**config.mk**
```make
export PLATFORM = sky130hd
export DESIGN_NAME = product_accumulator
export DESIGN_NICKNAME = d
export VERILOG_FILES = /design/src/rtl/product_accumulator.sv
export SDC_FILE = /design/constraint.sdc
export NUM_CORES = 1
export LEC_CHECK = 0
export ABC_AREA = 1
export CAP_MARGIN = 20
export CORE_ASPECT_RATIO = 0.6
export CORE_MARGIN = 2
export CORE_UTILIZATION = 52
export DETAILED_ROUTE_END_ITERATION = 12
export GPL_TIMING_DRIVEN = 1
export PLACE_DENSITY_LB_ADDON = 0.12
export SETUP_SLACK_MARGIN = 0.4
export SYNTH_ARGS = -nofsm -noshare
export SYNTH_HDL_FRONTEND = slang
export SYNTH_SLANG_ARGS = --single-unit
```
**constraint.sdc**
```tcl
create_clock -name clk -period 2.3 [get_ports clk]
set_input_delay 0.46 -clock clk [delete_from_list [all_inputs] [get_ports clk]]
set_output_delay 0.46 -clock clk [all_outputs]
set_load 0.05 [all_outputs]
```
**src/rtl/product_accumulator.sv**
```systemverilog
// Sums a batch of COUNT accepted multiplier products into a registered result,
// pulsing done at batch end and flagging a sticky saturation for that batch.
module product_accumulator #(
  parameter int PW    = 6,
  parameter int ACC_W = 9,
  parameter int COUNT = 8,
  parameter int CW    = $clog2(COUNT + 1)
) (
  input  logic             clk,
  input  logic             reset,
  input  logic             start,
  input  logic             prod_valid,
  input  logic [PW-1:0]    prod,
  output logic             busy,
  output logic             done,
  output logic [ACC_W-1:0] sum,
  output logic             overflow,
  output logic [CW-1:0]    count
);

  typedef enum logic [1:0] {
    S_IDLE  = 2'd0,
    S_ACCUM = 2'd1,
    S_DONE  = 2'd2
  } state_t;

  localparam logic [ACC_W-1:0] ACC_MAX = '1;

  state_t           state;
  logic [ACC_W-1:0] acc;
  logic             sat;

  logic [ACC_W:0]   acc_wide;
  logic             add_ovf;
  logic [ACC_W-1:0] acc_next;
  logic             last;

  // One extra bit catches the carry out so the add can clamp instead of wrap.
  assign acc_wide = {1'b0, acc} + {{(ACC_W + 1 - PW){1'b0}}, prod};
  assign add_ovf  = acc_wide[ACC_W];
  assign acc_next = add_ovf ? ACC_MAX : acc_wide[ACC_W-1:0];
  assign last     = (count == CW'(COUNT - 1));

  always_ff @(posedge clk) begin
    if (reset) begin
      state    <= S_IDLE;
      acc      <= '0;
      sat      <= 1'b0;
      count    <= '0;
      sum      <= '0;
      overflow <= 1'b0;
      busy     <= 1'b0;
      done     <= 1'b0;
    end else begin
      done <= 1'b0;
      case (state)
        S_IDLE: begin
          if (start) begin
            state <= S_ACCUM;
            acc   <= '0;
            count <= '0;
            sat   <= 1'b0;
            busy  <= 1'b1;
          end
        end
        S_ACCUM: begin
          if (prod_valid) begin
            acc   <= acc_next;
            count <= count + CW'(1);
            sat   <= sat | add_ovf;
            // The final product goes straight into the published result.
            if (last) begin
              state    <= S_DONE;
              busy     <= 1'b0;
              done     <= 1'b1;
              sum      <= acc_next;
              overflow <= sat | add_ovf;
            end
          end
        end
        S_DONE: begin
          if (start) begin
            state <= S_ACCUM;
            acc   <= '0;
            count <= '0;
            sat   <= 1'b0;
            busy  <= 1'b1;
          end else begin
            state <= S_IDLE;
          end
        end
        default: state <= S_IDLE;
      endcase
    end
  end

endmodule
```
; After elaboration in Yosys (flattened, before gate mapping)
; Cells that the tools add are included.
[totals]
reg_bits = 28
in_bits = 10
elab_cells = 48
[op_classes]
addsub = 2
n_eq_ne = 7
n_mux = 20
bitwise_logic = 3
reduce_logical = 8
[ops]
columns = cell, count
row1 = $mux W9, 3
row2 = $pmux W9 S2, 1
row3 = $add A9 B6 Y10, 1
row4 = $reduce_and A3 Y1, 3
row5 = $mux W4, 2
row6 = $pmux W4 S2, 1
row7 = $mux W1, 7
row8 = $mux W2, 3
row9 = $ne A2 B2 Y1 const B, 3
row10 = $pmux W2 S3, 1
row11 = $add A4 B1 Y4 const B, 1
row12 = $eq A4 B3 Y1 const B, 1
row13 = $pmux W1 S2, 2
row14 = $reduce_and A4 Y1, 1
row15 = $reduce_or A3 Y1, 1
row16 = $eq A2 B1 Y1 const B, 1
row17 = $eq A2 B2 Y1 const B, 1
row18 = $logic_not A2 Y1, 1
row19 = $ne A2 B1 Y1 const B, 1
row20 = $not A1 Y1, 2
row21 = $reduce_bool A2 Y1, 1
row22 = $reduce_or A2 Y1, 1
row23 = $or A1 B1 Y1, 1

; Depth between registers and ports, before layout
; Gate-level depths: netlist of the first run.
[depth]
ltp_word = 4
depth_mapped = 12
ltp_nobuf = 12

; Least setup slack after synthesis of the first run
; OpenSTA, ideal clock, no wires.
[synth_path]
path_type = flip-flop to flip-flop
from = register count[1]
to = register overflow
setup_time_ps = 113
t_arrival_ps = 1682
t_required_ps = 2187
setup_slack_ps = 505
path_stages_with_launch = 10
period_less_slack_ps = 1795
cell_sequence = dfxtp_1 > ha_1 > nand2_1 > nor2_1 > inv_1 > nor2_4 > inv_2 > buf_6 > o21ai_1 > inv_1
[synth_between]
elab_chain_cells = 2
[synth_lines]
columns = element, line_no
row1 = "start, declared", 18  ; output logic [CW-1:0] count
row2 = "start signal, assigned", 69  ; count <= count + CW'(1);
row3 = $eq A4 B3 Y1, 42  ; assign last = (count == CW'(COUNT - 1));
row4 = $reduce_and A3 Y1 (no source line), n/a
row5 = "end signal, assigned", 77  ; overflow <= sat | add_ovf;
row6 = "end, declared", 17  ; output logic overflow,
; Every way passes these cells.
; A chain may end at the register's enable or synchronous reset.

; Worst setup path after layout of the first run
[layout_path]
from = register done
to = output done
[layout_lines]
columns = element, line_no
row1 = "start, declared", 15  ; output logic done,
row2 = "start signal, assigned", 53  ; done <= 1'b0;
row3 = "start signal, assigned", 55  ; done <= 1'b0;
row4 = "start signal, assigned", 75  ; done <= 1'b1;
; No word-level cell between the ends.

==> results of run 1 <==
[power groups by stage]
stage	clock network (mW)	logic, mW	registers (mW)
after floorplan	0	0.0791	0.517
after global routing	0.409	0.167	0.501
final	0.383	0.149	0.499
after global placement	0	0.132	0.509
after CTS	0.390	0.143	0.499
after detailed placement	0	0.134	0.509
[cell type report]
cell class              instances  area share
inverters                      32     0.05825
repair buffers                 37      0.1784
well taps                      42     0.02549
clock buffers                   3     0.02002
multi-input cells             158      0.4314
clock inverters                 1     0.01456
flip-flops and latches         28      0.2718
[stage by stage]
step	utilization	setup WS, ns	hold WS [ns]	setup TNS [ns]
final	0.7276	0.4589	0.4595	0
after detailed placement	0.6552	-0.03533	0.4491	-0.1016
after CTS	0.7020	0.4004	0.4615	0
after global placement	0.6552	-0.002169	0.4363	-0.002169
after floorplan	-	0.5053	0.4268	0
after global routing	0.7276	0.4088	0.4812	0
[kinds of logic (layout without fill, tap and decap cells)]
kind of cell / Yosys count / count (layout) / share of synthesized area
AO/OA/AOI/OAI: 31 / 31 / 0.1086
XOR/XNOR: 2 / 2 / 0.01152
flip-flops: 28 / 28 / 0.3684
AND/OR/NAND/NOR: 117 / 117 / 0.3388
adder cells (fa/ha/maj): 8 / 8 / 0.07072
buffers and inverters: 37 / 73 / 0.1020
[registers in the layout, summed over array words and instances, names as in the netlist]
| register | flops |
|---|---|
| acc | 9 |
| sum | 9 |
| count | 4 |
| state | 2 |
| busy | 1 |
| done | 1 |
| overflow | 1 |
| sat | 1 |
[cell usage in the layout, fill, tap and decap left out, types with 2 or more instances in the layout]
master           netlist  final
inv_2                  1      4
dlymetal6s2s_1         0     13
nand3_1               13     12
nand3_2                5      6
ha_4                   0      5
dfxtp_1               28     28
nand2_2                2      5
inv_1                 30     27
xor2_1                 2      2
a21oi_1               18     17
clkbuf_8               0      3
a211oi_1               2      2
nand2_1               67     64
a21oi_2                1      2
o21ai_0                6      6
clkdlybuf4s50_1        0      5
nor2_4                 2      2
nor2_1                25     25
o21ai_1                3      3
or2_2                  2      2
dlygate4sd2_1          0      7
buf_4                  0     11
[metal layers]
| metal | vias to the layer above | share of wire | wire [um] | track usage |
|---|---|---|---|---|
| met4 | 0 | 0.0089 | 31 | 0.06909 |
| li1 | 777 | - | - | - |
| met5 | - | 0 | 0 | 0 |
| met2 | 32 | 0.43 | 1490 | 0.3339 |
| met1 | 654 | 0.51 | 1781 | 0.3177 |
| met3 | 4 | 0.050 | 173 | 0.05973 |
[worst max-delay path by stage]
stage	startpoint	end	slack [ns]	depth (start not counted)
final	done$_SDFF_PP0_	done	0.46	1
after global routing	done$_SDFF_PP0_	done	0.41	1
after CTS	sum[2]$_SDFFE_PP0P_	sum[2]	0.40	1
after detailed placement	prod[0]	acc[4]$_SDFFE_PP0P_	-0.04	12
after global placement	prod[0]	acc[4]$_SDFFE_PP0P_	-0.002	12
after floorplan	count[1]$_SDFFE_PP0P_	overflow$_SDFFE_PP0P_	0.51	9
[timing repair]
item / 4_1_cts / 5_1_grt
gates resized for setup: 19 / 17
buffers inserted: 2 / 1
endpoints found under the setup margin: 21 / 29
pin swaps: 8 / 3
hold buffers: 0 / 0
==> impl_metrics.toml, run 1 <==
[placement]
port_buffers = 25
place_area_um2 = 1857
gp_congestion = 0.8359
placedCellCount = 294
dp_hpwl_mm = 2.600

[setup_path]
r2r_start = "acc[0]$_SDFFE_PP0P_"
cp-end-kind = "output pin"
max_stage_delay_ns = 0.80
crit_arrival_ns = 1.38
cp_top_family = "buffers and inverters"
required_ns = 1.84
cpMaxStageDelayCell = "clkdlybuf4s50_1"
cp-start-kind = "flip-flop"
ff2ff_path_depth = 11
cp_cell_sequence = "clkdlybuf4s50_1"
rrSetupSlack_ns = 0.59
path_buf_inv = 1
r2r_end = "acc[4]$_SDFFE_PP0P_"
critPathMaxFanout = 1
worstSetupPathType = "flip-flop to output pin"

[route]
drc = 0
firstDrtPassIters = 4
routed_wl_mm = 3.476
drt_iter0_drc = 95
num_vias = 1467
viasPerCell = 4.874
wl_per_cell_um = 11.55
antenna_left = 0

[die]
rows = 15
ios = 26
die_h_um = 45.90
core-area_um2 = 2834
die_w_um = 73.83
dieArea_um2 = 3389
start_util = 0.5369

[cts]
clkLatencyLatePin_ns = 0.28
clockBufferDepth = 2
clk_pin_slew_worst_paths_ns = 0.10
cts_root_buf = "clkbuf_8"
clock_sinks = 28
htree_levels = 1
numCtsBuffers = 3
cts_tree = "yes"

[global_routing]
grt_overflow = 0
grt_pass1_vias = 1297
grt_pass1_wl_mm = 5.727
antenna_found_initial = 0
grt_use_total = 0.2242
grt_max_degree = 17

[hold_path]
hold_end = "sat$_SDFFE_PP0P_"
holdCritStartpoint = "sat$_SDFFE_PP0P_"
hold-path-cell-count = 2
hp-class = "flip-flop to flip-flop"

[final_layout]
drive_gt1_frac = 0.1699
fillerInstances = 238
instances_no_fill = 301
final_area_um2 = 2062
multiInputGateArea_um2 = 889.6
syn2layout_area_growth_pct = 35.53
num_antenna_cells = 0
regArea_um2 = 560.5
nets = 278

[timing]
fmax_ghz = 0.5431
finalSetupViolCount = 0
period_share = 0.8005
tightest_slew_ns = 0.5054
clock_skew_ns = 0.01284
grt_setup_unrepaired = "false"
hold_viol_final = 0
slew_headroom = 0.6620
finalCriticalPeriod_ns = 1.841
slew_viol_final = 0

[power]
p_leak_nw = 1.160
sequentialPowerShare = 0.484
power_mw = 1.032
power_switching_mw = 0.2440
switching_share = 0.2365
power_frac_comb = 0.145
irDropWorstVdd_mv = 0.2996
p_clk_frac = 0.371
p_int_mw = 0.7878
p_per_area_nw_per_um2 = 500.4

[yosys]
synth_top_area_cell = "dfxtp_1"
netlist_area_um2 = 1521
syn_area_per_cell_um2 = 6.823
yosys_most_used_dff = "dfxtp_1"
ys_async_sr_fraction = 0
synth_warnings = 0
ys_seq_area_frac = 0.3684
ys_types = 24
synth_top_area_share = 0.3684
yosysMostFrequentCell = "nand2_1"
synth_enable_flop_cells = 0
ys_ff_latch = 28
synth_common_cells = "nand2_1 (67), inv_1 (30), dfxtp_1 (28), nor2_1 (25), a21oi_1 (18)"
synth_area_leaders = "dfxtp_1 (37%), nand2_1 (17%), inv_1 (7.4%)"
synth_fp_nets = 241
synthCells = 223

[status]
status = "finished, final reports clean"

[flow_run]
drv_cap = 0
Note: power is estimated with default switching activity, not from simulation.
==> run 2: changes to the inputs <==
Clock period 2.3 ns to 1.73 ns, I/O delays scaled along.
==> run 2 against run 1 <==
Clock power decreased by 6.3%. Utilization up 10 points. Register-to-register slack worse by 0.47 ns. Sequential power is 33% higher. Setup slack worse by 0.34 ns. Combinational power up 85%. Largest power group unchanged. Total power rose by 26%.
==> impl_metrics.toml, run 2 (same netlist as run 1, synthesis figures left out) <==
[setup_path]
critPathMaxFanout = 3
worstSetupPathType = "flip-flop to flip-flop"
max_stage_delay_ns = 0.36
cp_common_cell = "nand2_1"
cp-start-kind = "flip-flop"
cpMaxStageDelayCell = "dfxtp_2"
crit_arrival_ns = 1.78
cp_cell_sequence = "ha_4, inv_2, fa_2, inv_2, nand2_4, nand2_4, nand2_1, xor2_1, nand2_1, nand2_1, a21oi_2"
path_buf_inv = 2
cp_top_family = "adder cells"
required_ns = 1.90
cp-end-kind = "flip-flop"

[route]
firstDrtPassIters = 4
viasPerCell = 4.987
num_vias = 1551
drt_iter0_drc = 63
drc = 0
antenna_left = 0
wl_per_cell_um = 12.50
routed_wl_mm = 3.887

[timing]
slew_headroom = 0.7796
clock_skew_ns = 0.006026
period_share = 0.9290
slew_viol_final = 0
fmax_ghz = 0.6222
finalSetupViolCount = 0
grt_setup_unrepaired = "true"
finalWorstSetupSlack_ns = 0.1229
finalCriticalPeriod_ns = 1.607
hold_viol_final = 0
tightest_slew_ns = 0.3302

[die]
dieArea_um2 = 3389
core-area_um2 = 2834
rows = 15
die_w_um = 73.83
ios = 26
die_h_um = 45.90
start_util = 0.5369

[final_layout]
final_area_um2 = 2345
syn2layout_area_growth_pct = 54.11
instances_no_fill = 311
num_antenna_cells = 0
nets = 288
reg.largest.list = "acc: 9 flops, sum: 9 flops, count: 4 flops"
multiInputGateArea_um2 = 1147
fillerInstances = 189
drive_gt1_frac = 0.4610
mostFrequentLayoutCells = "nand2_1 (47), buf_4 (35), inv_1 (24), nor2_1 (21), dfxtp_1 (20)"
layout_commonest_cell = "nand2_1"
regArea_um2 = 575.6

[cts]
clkLatencyLatePin_ns = 0.27
clockBufferDepth = 2
cts_tree = "yes"
htree_levels = 1
clock_sinks = 28
postCtsHoldBufs = 0
numCtsBuffers = 3
clk_pin_slew_worst_paths_ns = 0.09
cts_root_buf = "clkbuf_8"

[global_routing]
antenna_found_initial = 0
grt_pass1_vias = 1437
grt_pass1_wl_mm = 6.279
grt_overflow = 0
grt_use_total = 0.2448
grt_max_degree = 16

[power]
switching_share = 0.2738
irDropWorstVdd_mv = 0.4705
sequentialPowerShare = 0.512
p_int_mw = 0.9440
p_clk_frac = 0.276
p_leak_nw = 1.052
p_per_area_nw_per_um2 = 554.4
power_switching_mw = 0.3559
power_frac_comb = 0.212

[placement]
pre_cts_ws_ns = -0.4193
dp_hpwl_mm = 2.792
place_area_um2 = 2034
placedCellCount = 303
port_buffers = 25
gp_congestion = 0.8197

[status]
status = "finished, final reports clean"

[hold_path]
hp-class = "flip-flop to flip-flop"

[flow_run]
drv_cap = 0
==> run 2: worst paths after layout <==
check                                          from  cells past startpoint                  end  slack (ns)
worst min register to register    busy$_SDFFE_PP0P_                      2    busy$_SDFFE_PP0P_        0.47
worst max register to register  acc[0]$_SDFFE_PP0P_                     11  acc[4]$_SDFFE_PP0P_        0.12
worst max-delay path            acc[0]$_SDFFE_PP0P_                     11  acc[4]$_SDFFE_PP0P_        0.12
worst min-delay path              busy$_SDFFE_PP0P_                      2    busy$_SDFFE_PP0P_        0.47
==> run 2: worst reg2reg max path, delay by kind of cell (launching register included) <==
kind            cells  cell delay (ns)
xor+xnor            1             0.17
fa+ha+maj           2             0.46
flops               1             0.36
simple gates        5             0.35
buf+inv             2             0.12
compound gates      1             0.05
==> run 2: layout make-up <==
cell class / count / area share
multi-input cells: 158 / 0.4893
flip-flops and latches: 28 / 0.2455
clock buffers: 4 / 0.01921
well taps: 42 / 0.02241
repair buffers: 47 / 0.1697
inverters: 32 / 0.05390
==> run 2: metrics by stage <==
step / hold slack, ns / utilization / setup TNS [ns] / power (mW)
2_1_floorplan: 0.4268 / - / 0 / 0.8111
3_3_place_gp: 0.4373 / 0.7179 / -5.573 / 0.9035
3_5_place_dp: 0.4555 / 0.7179 / -6.013 / 0.9058
4_1_cts: 0.4758 / 0.7779 / 0 / 1.267
5_1_grt: 0.5003 / 0.8274 / 0 / 1.351
6_report: 0.4733 / 0.8274 / 0 / 1.300
==> run 2: what timing repair did <==
| action | CTS | global route |
|---|---|---|
| buffers inserted | 4 | 0 |
| cloned | 0 | 0 |
| setup endpoints to repair | 20 | 24 |
| pin swaps | 21 | 9 |
| resized for setup | 39 | 34 |
==> run 2: power by group through the flow <==
stage	sequential (mW)	clock [mW]	combinational (mW)
3_5_place_dp	0.679	0	0.227
6_report	0.666	0.359	0.275
5_1_grt	0.667	0.385	0.298
2_1_floorplan	0.689	0	0.122
4_1_cts	0.665	0.357	0.245
3_3_place_gp	0.679	0	0.224
==> run 2: per-layer routing <==
layer  share of wire  wire length [um]  up-vias  GRT usage
li1                -                 -      797          -
met1            0.50              1948      715     0.3405
met2            0.45              1751       33     0.3768
met3           0.038               147        6    0.05752
met4           0.010                40        0    0.08000
met5               0                 0        -          0
